==> config.mk <==
export PLATFORM = sky130hd
export DESIGN_NAME = rmst_burst_reader
export DESIGN_NICKNAME = d
export VERILOG_FILES = /design/src/rtl/rmst_pkg.sv /design/src/rtl/rmst_beat_counter.sv /design/src/rtl/rmst_burst_reader.sv
export SDC_FILE = /design/constraint.sdc
export NUM_CORES = 1
export LEC_CHECK = 0
export ABC_AREA = 1
export CAP_MARGIN = 15
export CORE_MARGIN = 4
export CORE_UTILIZATION = 51
export CTS_CLUSTER_SIZE = 8
export DETAILED_ROUTE_END_ITERATION = 12
export GPL_ROUTABILITY_DRIVEN = 0
export PLACE_DENSITY = 0.88
export SYNTH_ARGS = -nofsm -noshare
export SYNTH_HDL_FRONTEND = slang
export SYNTH_SLANG_ARGS = --single-unit
==> constraint.sdc <==
create_clock -name clk -period 2.85 [get_ports clk]
set_input_delay 0.855 -clock clk [delete_from_list [all_inputs] [get_ports clk]]
set_output_delay 0.855 -clock clk [all_outputs]
set_load 0.03 [all_outputs]
==> src/rtl/rmst_pkg.sv <==
// Shared definitions for the read-master tile path: FSM encoding, tile sizing
// and byte-per-word helpers used by the controller and the burst reader.
package rmst_pkg;

  typedef enum logic [2:0] {
    ST_IDLE  = 3'd0,
    ST_CHECK = 3'd1,
    ST_ISSUE = 3'd2,
    ST_RECV  = 3'd3,
    ST_DONE  = 3'd4
  } rmst_state_e;

  localparam int unsigned TILE_LEN       = 64;
  localparam int unsigned RMST_DW        = 32;
  localparam int unsigned BYTES_PER_WORD = RMST_DW / 8;

  function automatic int unsigned bytes_per_word(input int unsigned dw);
    return dw / 8;
  endfunction

endpackage

==> src/rtl/rmst_beat_counter.sv <==
// Burst beat counter: loaded with the burst length, decremented per returned
// beat, flags the beat that completes the burst (including a beat on the load cycle).
module rmst_beat_counter
  import rmst_pkg::*;
#(
  parameter int unsigned BW = 5
) (
  input  logic          clk,
  input  logic          rst,
  input  logic          i_load,
  input  logic [BW-1:0] i_load_val,
  input  logic          i_dec,
  output logic          o_last
);

  logic [BW-1:0] r_count;
  logic [BW-1:0] w_base;
  logic [BW-1:0] w_count_nxt;

  // next count: a load and a beat in the same cycle both take effect
  always_comb begin
    w_base      = i_load ? i_load_val : r_count;
    w_count_nxt = w_base;
    o_last      = 1'b0;
    if (i_dec) begin
      w_count_nxt = w_base - BW'(1);
      o_last      = (w_base == BW'(1));
    end else begin
      w_count_nxt = w_base;
    end
  end

  // count register
  always_ff @(posedge clk or negedge rst) begin
    if (!rst) begin
      r_count <= '0;
    end else begin
      r_count <= w_count_nxt;
    end
  end

endmodule

==> src/rtl/rmst_burst_reader.sv <==
// Avalon-MM burst read master: splits one tile into bursts of at most
// MAX_BURST words, gated by FIFO room, and pushes every returned word to the FIFO.
module rmst_burst_reader
  import rmst_pkg::*;
#(
  parameter int unsigned AW        = 12,
  parameter int unsigned DW        = 32,
  parameter int unsigned MAX_BURST = 16,
  parameter int unsigned BW        = 5
) (
  input  logic          clk,
  input  logic          rst,
  input  logic          load_trans_start,
  input  logic [DW-1:0] param_raddr,
  input  logic [AW-1:0] param_iolen,
  output logic          load_trans_done,
  output logic [DW-1:0] avm_address,
  output logic          avm_read,
  output logic [BW-1:0] avm_burstcount,
  input  logic          avm_waitrequest,
  input  logic [DW-1:0] avm_readdata,
  input  logic          avm_readdatavalid,
  output logic          fifo_wr_en,
  output logic [DW-1:0] fifo_wdata,
  input  logic          fifo_almost_full,
  output logic          busy
);

  localparam int unsigned    BPW          = bytes_per_word(DW);
  localparam logic [AW-1:0]  MAX_BURST_AW = AW'(MAX_BURST);
  localparam logic [BW-1:0]  MAX_BURST_BW = BW'(MAX_BURST);

  rmst_state_e   r_state;
  logic [DW-1:0] r_cur_addr;
  logic [AW-1:0] r_remaining;
  logic [BW-1:0] r_blen;
  logic [DW-1:0] r_avm_address;
  logic [BW-1:0] r_avm_burstcount;
  logic          r_avm_read;
  logic          r_fifo_wr_en;
  logic [DW-1:0] r_fifo_wdata;
  logic          r_done;
  logic          r_busy;

  rmst_state_e   w_state_nxt;
  logic [DW-1:0] w_cur_addr_nxt;
  logic [AW-1:0] w_remaining_nxt;
  logic [BW-1:0] w_blen_nxt;
  logic [DW-1:0] w_avm_address_nxt;
  logic [BW-1:0] w_avm_burstcount_nxt;
  logic          w_avm_read_nxt;
  logic          w_fifo_wr_en_nxt;
  logic [DW-1:0] w_fifo_wdata_nxt;
  logic          w_done_nxt;
  logic          w_busy_nxt;

  logic          w_accept;
  logic          w_beat;
  logic          w_last;
  logic [BW-1:0] w_blen_calc;
  logic [AW-1:0] w_rem_after;
  logic [DW-1:0] w_addr_after;

  assign w_accept     = (r_state == ST_ISSUE) && r_avm_read && !avm_waitrequest;
  // beats are only meaningful once our request is on the bus; strays are dropped
  assign w_beat       = avm_readdatavalid && ((r_state == ST_RECV) || w_accept);
  assign w_blen_calc  = (r_remaining >= MAX_BURST_AW) ? MAX_BURST_BW : BW'(r_remaining);
  assign w_rem_after  = r_remaining - AW'(r_blen);
  assign w_addr_after = r_cur_addr + (DW'(r_blen) * DW'(BPW));

  rmst_beat_counter #(
    .BW (BW)
  ) u_beat_counter (
    .clk        (clk),
    .rst        (rst),
    .i_load     (w_accept),
    .i_load_val (r_blen),
    .i_dec      (w_beat),
    .o_last     (w_last)
  );

  // next-state and next-output computation
  always_comb begin
    w_state_nxt          = r_state;
    w_cur_addr_nxt       = r_cur_addr;
    w_remaining_nxt      = r_remaining;
    w_blen_nxt           = r_blen;
    w_avm_address_nxt    = r_avm_address;
    w_avm_burstcount_nxt = r_avm_burstcount;
    w_avm_read_nxt       = r_avm_read;
    w_fifo_wr_en_nxt     = 1'b0;
    w_fifo_wdata_nxt     = r_fifo_wdata;
    w_done_nxt           = 1'b0;
    w_busy_nxt           = r_busy;

    if (w_beat) begin
      w_fifo_wr_en_nxt = 1'b1;
      w_fifo_wdata_nxt = avm_readdata;
    end else begin
      w_fifo_wr_en_nxt = 1'b0;
    end

    case (r_state)
      ST_IDLE: begin
        if (load_trans_start) begin
          w_cur_addr_nxt  = param_raddr;
          w_remaining_nxt = param_iolen;
          w_busy_nxt      = 1'b1;
          w_state_nxt     = (param_iolen != AW'(0)) ? ST_CHECK : ST_DONE;
        end else begin
          w_state_nxt = ST_IDLE;
        end
      end
      ST_CHECK: begin
        if (!fifo_almost_full) begin
          w_blen_nxt           = w_blen_calc;
          w_avm_address_nxt    = r_cur_addr;
          w_avm_burstcount_nxt = w_blen_calc;
          w_avm_read_nxt       = 1'b1;
          w_state_nxt          = ST_ISSUE;
        end else begin
          w_state_nxt = ST_CHECK;
        end
      end
      ST_ISSUE: begin
        if (w_accept) begin
          w_avm_read_nxt = 1'b0;
          w_state_nxt    = ST_RECV;
          if (w_last) begin
            w_remaining_nxt = w_rem_after;
            w_cur_addr_nxt  = w_addr_after;
            w_state_nxt     = (w_rem_after == AW'(0)) ? ST_DONE : ST_CHECK;
          end else begin
            w_state_nxt = ST_RECV;
          end
        end else begin
          w_state_nxt = ST_ISSUE;
        end
      end
      ST_RECV: begin
        if (w_last) begin
          w_remaining_nxt = w_rem_after;
          w_cur_addr_nxt  = w_addr_after;
          w_state_nxt     = (w_rem_after == AW'(0)) ? ST_DONE : ST_CHECK;
        end else begin
          w_state_nxt = ST_RECV;
        end
      end
      ST_DONE: begin
        w_done_nxt  = 1'b1;
        w_busy_nxt  = 1'b0;
        w_state_nxt = ST_IDLE;
      end
      default: begin
        w_avm_read_nxt = 1'b0;
        w_busy_nxt     = 1'b0;
        w_state_nxt    = ST_IDLE;
      end
    endcase
  end

  // state, datapath and registered outputs
  always_ff @(posedge clk or negedge rst) begin
    if (!rst) begin
      r_state          <= ST_IDLE;
      r_cur_addr       <= '0;
      r_remaining      <= '0;
      r_blen           <= '0;
      r_avm_address    <= '0;
      r_avm_burstcount <= '0;
      r_avm_read       <= 1'b0;
      r_fifo_wr_en     <= 1'b0;
      r_fifo_wdata     <= '0;
      r_done           <= 1'b0;
      r_busy           <= 1'b0;
    end else begin
      r_state          <= w_state_nxt;
      r_cur_addr       <= w_cur_addr_nxt;
      r_remaining      <= w_remaining_nxt;
      r_blen           <= w_blen_nxt;
      r_avm_address    <= w_avm_address_nxt;
      r_avm_burstcount <= w_avm_burstcount_nxt;
      r_avm_read       <= w_avm_read_nxt;
      r_fifo_wr_en     <= w_fifo_wr_en_nxt;
      r_fifo_wdata     <= w_fifo_wdata_nxt;
      r_done           <= w_done_nxt;
      r_busy           <= w_busy_nxt;
    end
  end

  assign load_trans_done = r_done;
  assign avm_address     = r_avm_address;
  assign avm_read        = r_avm_read;
  assign avm_burstcount  = r_avm_burstcount;
  assign fifo_wr_en      = r_fifo_wr_en;
  assign fifo_wdata      = r_fifo_wdata;
  assign busy            = r_busy;

endmodule

# ---- Word level (Yosys, flattened, before mapping)
# Index checks and enable logic that the tools add are counted.
# W data, S select, Z words.
dict set report op_classes {
  add_sub_neg 3
  mul 0
  n_div 0
  order_cmp 1
  eq_ne 8
  n_shift 0
  mux 26
  n_bitwise 3
  reduce_logical 15
}
# op count
set ops {}
lappend ops {{$mux W32} 3}
lappend ops {{$pmux W32 S3} 1}
lappend ops {{$mux W12} 3}
lappend ops {{$pmux W12 S3} 1}
lappend ops {{$add A32 B7 Y32} 1}
lappend ops {{$mux W3} 5}
lappend ops {{$mux W5} 3}
lappend ops {{$ge A12 B5 Y1 const B} 1}
lappend ops {{$logic_not A12 Y1} 1}
lappend ops {{$pmux W3 S4} 1}
lappend ops {{$reduce_bool A12 Y1} 1}
lappend ops {{$sub A12 B5 Y12} 1}
lappend ops {{$eq A3 B2 Y1 const B} 2}
lappend ops {{$mux W1} 6}
lappend ops {{$reduce_and A3 Y1} 2}
lappend ops {{$reduce_or A3 Y1} 2}
lappend ops {{$eq A5 B1 Y1 const B} 1}
lappend ops {{$sub A5 B1 Y5 const B} 1}
lappend ops {{$ne A2 B2 Y1 const B} 2}
lappend ops {{$reduce_and A2 Y1} 2}
lappend ops {{$eq A3 B1 Y1 const B} 1}
lappend ops {{$eq A3 B3 Y1 const B} 1}
lappend ops {{$logic_and A1 B1 Y1} 3}
lappend ops {{$logic_not A3 Y1} 1}
lappend ops {{other kinds (8)} 10}
dict set report word_totals {
  regBits 125
  latchBits 0
  ramBits 0
  romBits 0
  output_inout_bits 73
  mem_count 0
}

# ---- Depth between registers and ports, before layout
dict set report logic_depth {
  ltp_word 9
  ltp_mapped 16
  depth_no_buf 16
}

# ---- By module
# Synthesis repeated with hierarchy kept, for this count alone.
dict set report hier_totals {
  hier_cells 907
  area_unflattened_um2 6749.0
}
# mod instances cells_each area_per_inst_um2 seq_area_each_um2
set by_module_without_submodules {}
lappend by_module_without_submodules {rmst_burst_reader 1 862 6416.2 3002.9}
lappend by_module_without_submodules {rmst_beat_counter 1 45 332.8 125.1}

# ---- Worst setup path after synthesis
# OpenSTA, ideal clock, no wires.
dict set report synth_path {
  path_kind {input-to-reg}
  start {in avm_waitrequest}
  end {reg r_remaining[5]}
  arrival_ns 2.459
  required_ns 2.727
  path_slack_ns 0.267
  path_stages 12
  n_path_buf 1
  path_cell_list {nor2_1 > nand3_4 > o21ai_0 > ha_1 > inv_1 > nor2_2 > nand2_2 > nand2_4 > nand2_4 > buf_4 > nand2_1 > o21ai_1}
}
dict set report synth_between {
  elab_chain_len 8
  elab_cells_between_ends 12
}
# item line
set synth_rtl {}
lappend synth_rtl {{start, declared} rmst_burst_reader.sv:20} ;# input logic avm_waitrequest,
lappend synth_rtl {{$logic_not A1 Y1 *} rmst_burst_reader.sv:64} ;# assign w_accept = (r_state == ST_ISSUE) && r_avm_read && !avm_waitrequest;
lappend synth_rtl {{$logic_and A1 B1 Y1 *} rmst_burst_reader.sv:64}
lappend synth_rtl {{$mux W5 or $logic_or A1 B1 Y1 (tied branches)} {rmst_beat_counter.sv:22, rmst_burst_reader.sv:66}}
lappend synth_rtl {{$eq A5 B1 Y1 or $logic_and A1 B1 Y1 (tied branches)} {rmst_beat_counter.sv:27, rmst_burst_reader.sv:66}}
lappend synth_rtl {{$mux W1} rmst_beat_counter.sv:25} ;# if (i_dec) begin
lappend synth_rtl {{$mux W12 (2 in series)} -}
lappend synth_rtl {{$pmux W12 S3} -}
lappend synth_rtl {{end signal, assigned} rmst_burst_reader.sv:179} ;# r_remaining <= w_remaining_nxt;
lappend synth_rtl {{end, declared} rmst_burst_reader.sv:35} ;# logic [AW-1:0] r_remaining;
# Every way passes the cells marked *; elsewhere a longest branch is shown, timed or not. The select of a mux whose other input is x is not followed.
# A chain may end at the register's enable or synchronous reset.

# ---- Worst setup path in the final report
dict set report layout_path {
  start {in avm_waitrequest}
  end {reg r_cur_addr[6]}
}
dict set report layout_between {
  elab_chain_len 8
  elab_cells_between_ends 12
}
# item line
set layout_rtl {}
lappend layout_rtl {{$logic_not A1 Y1 *} rmst_burst_reader.sv:64}
lappend layout_rtl {{$logic_and A1 B1 Y1 *} rmst_burst_reader.sv:64}
lappend layout_rtl {{$mux W5 or $logic_or A1 B1 Y1 (tied branches)} {rmst_beat_counter.sv:22, rmst_burst_reader.sv:66}}
lappend layout_rtl {{$eq A5 B1 Y1 or $logic_and A1 B1 Y1 (tied branches)} {rmst_beat_counter.sv:27, rmst_burst_reader.sv:66}}
lappend layout_rtl {{$mux W1} rmst_beat_counter.sv:25}
lappend layout_rtl {{$mux W32 (2 in series)} -}
lappend layout_rtl {{$pmux W32 S3} -}
lappend layout_rtl {{end signal, assigned} rmst_burst_reader.sv:178} ;# r_cur_addr <= w_cur_addr_nxt;
lappend layout_rtl {{end, declared} rmst_burst_reader.sv:34} ;# logic [DW-1:0] r_cur_addr;
# Marks and branches as above.

==> metrics.cfg <==
[timing]
hold_slack_ns = 0.471
max_freq_mhz = 392
setup_violations = 0
rsz0062_at_grt = false
min_period_over_period_pct = 89.5
setup_ws_ns = 0.299
hold_viol_final = 0
tightest_slew_ns = 0.678
max_slew_margin_pct = 54.8
fin_skew_ns = 0.00755
layout_min_cycle_time_ns = 2.55
maxSlewViolCount = 0

[outcome]
outcome = finished clean

[clocking]
clock_latency_ns = 0.42
clk_pin_slew_ns = 0.06
post_cts_buffers = 0
clock-sinks = 125
cts_buffer_depth = 2
cts_root_buffer = clkbuf_16
cts_tree = yes
cts_buffers = 17
holdBufCountCts = 0
cts_resized = 0
cts_max_level = 4

[job]
maxCapViolations = 0

[yosys]
syn_inst = 952
ys_seq_area_share_pct = 45.5
synthesis.nets = 1048
ys_types = 36
syn_avg_cell_area_um2 = 7.23
ys_seq_elements = 125
yosys_warnings = 0
synthesis.area_mm2 = 0.00688

[grt]
met3_usage_pct = 7.31
busiest_layer = met2
grtUsageTotal_pct = 26.0
antenna_found_initial = 0
grt_pass1_vias = 6767
grt_overflow_total = 0
grt_max_degree = 126
grtUsageMet1_pct = 29.8
grt_pass1_wl_um = 31300
met2_usage_pct = 44.8

[cells_and_area]
area_growth_pct = 34.8
fin_area_mm2 = 0.00928
antenna_cells = 0
nets = 1215
final_util_pct = 70.0
finalNonFillerCells = 1308
drive_above_1_share_pct = 7.24
fillers = 1075

[critical_path]
worstPathMaxFanout = 17
start_kind = input port
critPathMaxStageDelay_ns = 0.40
worstSetupPathType = in2reg
crit_family = buffers and inverters
crit_required_ns = 3.20
cp_num_buf_inv = 4
arrival_ns = 2.91
crit_slowest_cell = clkdlybuf4s50_1
endpoint_kind = flip-flop
critical_path.cell_chain = clkdlybuf4s50_1 > nor2_1 > buf_4 > nand3_4 > o21ai_0 > ha_1 > inv_1 > nor2_2 > nand2_2 > nand2_4 > nand2_4 > inv_4 > nand2_1 > nand2_1

[placement]
io_buffers = 154
dp_slack_ns = -0.102
placed_cell_area_mm2 = 0.00870
placedCellCount = 1276
dp_hpwl_um = 14000

[pwr]
p_leak_uw = 0.00455
ir_worst_vdd_v = 0.000751
power.density_mw_per_mm2 = 1140

[worst_hold_path]
hold_class = reg2reg

[route]
drt_first_pass_iters = 6
drc_errors = 0
wire_per_inst_um = 14.7
drt_iter0_markers = 543
drt_wl_total_um = 19300
ant_nets = 0
vias = 6774
avgViaCountPerCell = 5.18

[floorplanning]
die_h_um = 124
rows = 42
fp.dieW_um = 124
start_util_pct = 52.0
ioPinCount = 155
die_area_mm2 = 0.0154
core_mm2 = 0.0132

## final cells by class
type	instances	area, um^2	share of cell area (%)
Timing Repair Buffer	175	1730	18.7
Tap cell	176	220	2.37
Inverter	76	288	3.10
Sequential cell	125	3130	33.7
Multi-Input combinational cell	724	3330	35.9
Clock buffer	18	429	4.63
Clock inverter	14	145	1.56
## registers in the layout (all words and copies together), names as in the netlist
| name | count |
|---|---|
| avm_burstcount | 5 |
| u_beat_counter.r_count | 5 |
| r_remaining | 12 |
| fifo_wdata | 32 |
| load_trans_done | 1 |
| r_state | 3 |
| r_cur_addr | 32 |
| fifo_wr_en | 1 |
| busy | 1 |
| avm_read | 1 |
| avm_address | 32 |
## power breakdown
group | switching [uW] | total, uW | internal (uW)
Combinational | 3210 | 5250 | 2040
Clock | 821 | 2110 | 1290
Sequential | 648 | 3170 | 2520
## Yosys cell counts, drive strengths merged
master	n	area, um^2
a211oi	1	7.51
nor4	4	25.0
nor2	62	262
xnor2	8	70.1
buf	12	78.8
and2	1	6.26
inv	74	280
a21boi	2	15.0
a31oi	1	6.26
clkbuf	15	56.3
fa	2	40.0
o21ai	62	310
clkinv	2	7.51
mux2i	6	60.1
o22ai	3	18.8
dfrtp	125	3130
nand3b	8	60.1
a21oi	7	35.0
ha	12	150
nand3	58	303
xor2	3	26.3
nand4	14	87.6
nor3	7	35.0
nand2	448	1720
or2	15	93.8
## per-layer routing
metal	wire length [um]	vias to the layer above
met5	0	-
met2	9400	283
met3	1570	54
met4	658	0
li1	-	3334
met1	7650	3103
## kinds of logic after synthesis
family | count (synthesis) | synth area share, %
AOI/OAI and AO/OA | 76 | 5.71
DFF | 125 | 45.5
and+or+nand+nor | 617 | 37.7
adders and majority gates | 14 | 2.76
buffers and inverters | 103 | 6.15
muxes | 6 | 0.873
xor gates and xnor gates | 11 | 1.40
## worst min-delay path, stage by stage (launching register included)
cell,delay [ns]
dfrtp_1,0.34
nand2_1,0.05
nand2_1,0.04
## worst paths after layout
kind	end	cells past startpoint	startpoint	slack [ns]
hold reg to reg	r_cur_addr[1]	2	r_cur_addr[1]	0.47
min in group asynchronous	avm_address[6]	2	rst	0.52
max in group asynchronous	fifo_wdata[28]	2	rst	1.80
hold / removal	r_cur_addr[1]	2	r_cur_addr[1]	0.47
setup reg to reg	r_cur_addr[24]	13	avm_burstcount[0]	0.37
setup / recovery	r_cur_addr[6]	14	avm_waitrequest	0.30
## cells in the final DEF, fill, tap and decap left out, types with 8 or more instances in the layout
master / count
xnor2_1: 8
nand4_1: 14
nor2_1: 58
clkdlybuf4s50_1: 153
inv_1: 72
nand2_1: 441
o21ai_1: 19
nand3b_1: 8
clkbuf_16: 17
o21ai_0: 43
nand3_1: 57
ha_1: 12
or2_2: 15
buf_4: 19
dfrtp_1: 125
## per-stage QoR
stage / total power [uW] / TNS, ns
after floorplan: 6460 / 0
after global placement: 8180 / 0
after detailed placement: 8370 / -2.89
after CTS: 10500 / 0
after global routing: 11300 / 0
final: 10500 / 0
(Power assumes the default switching activity.)
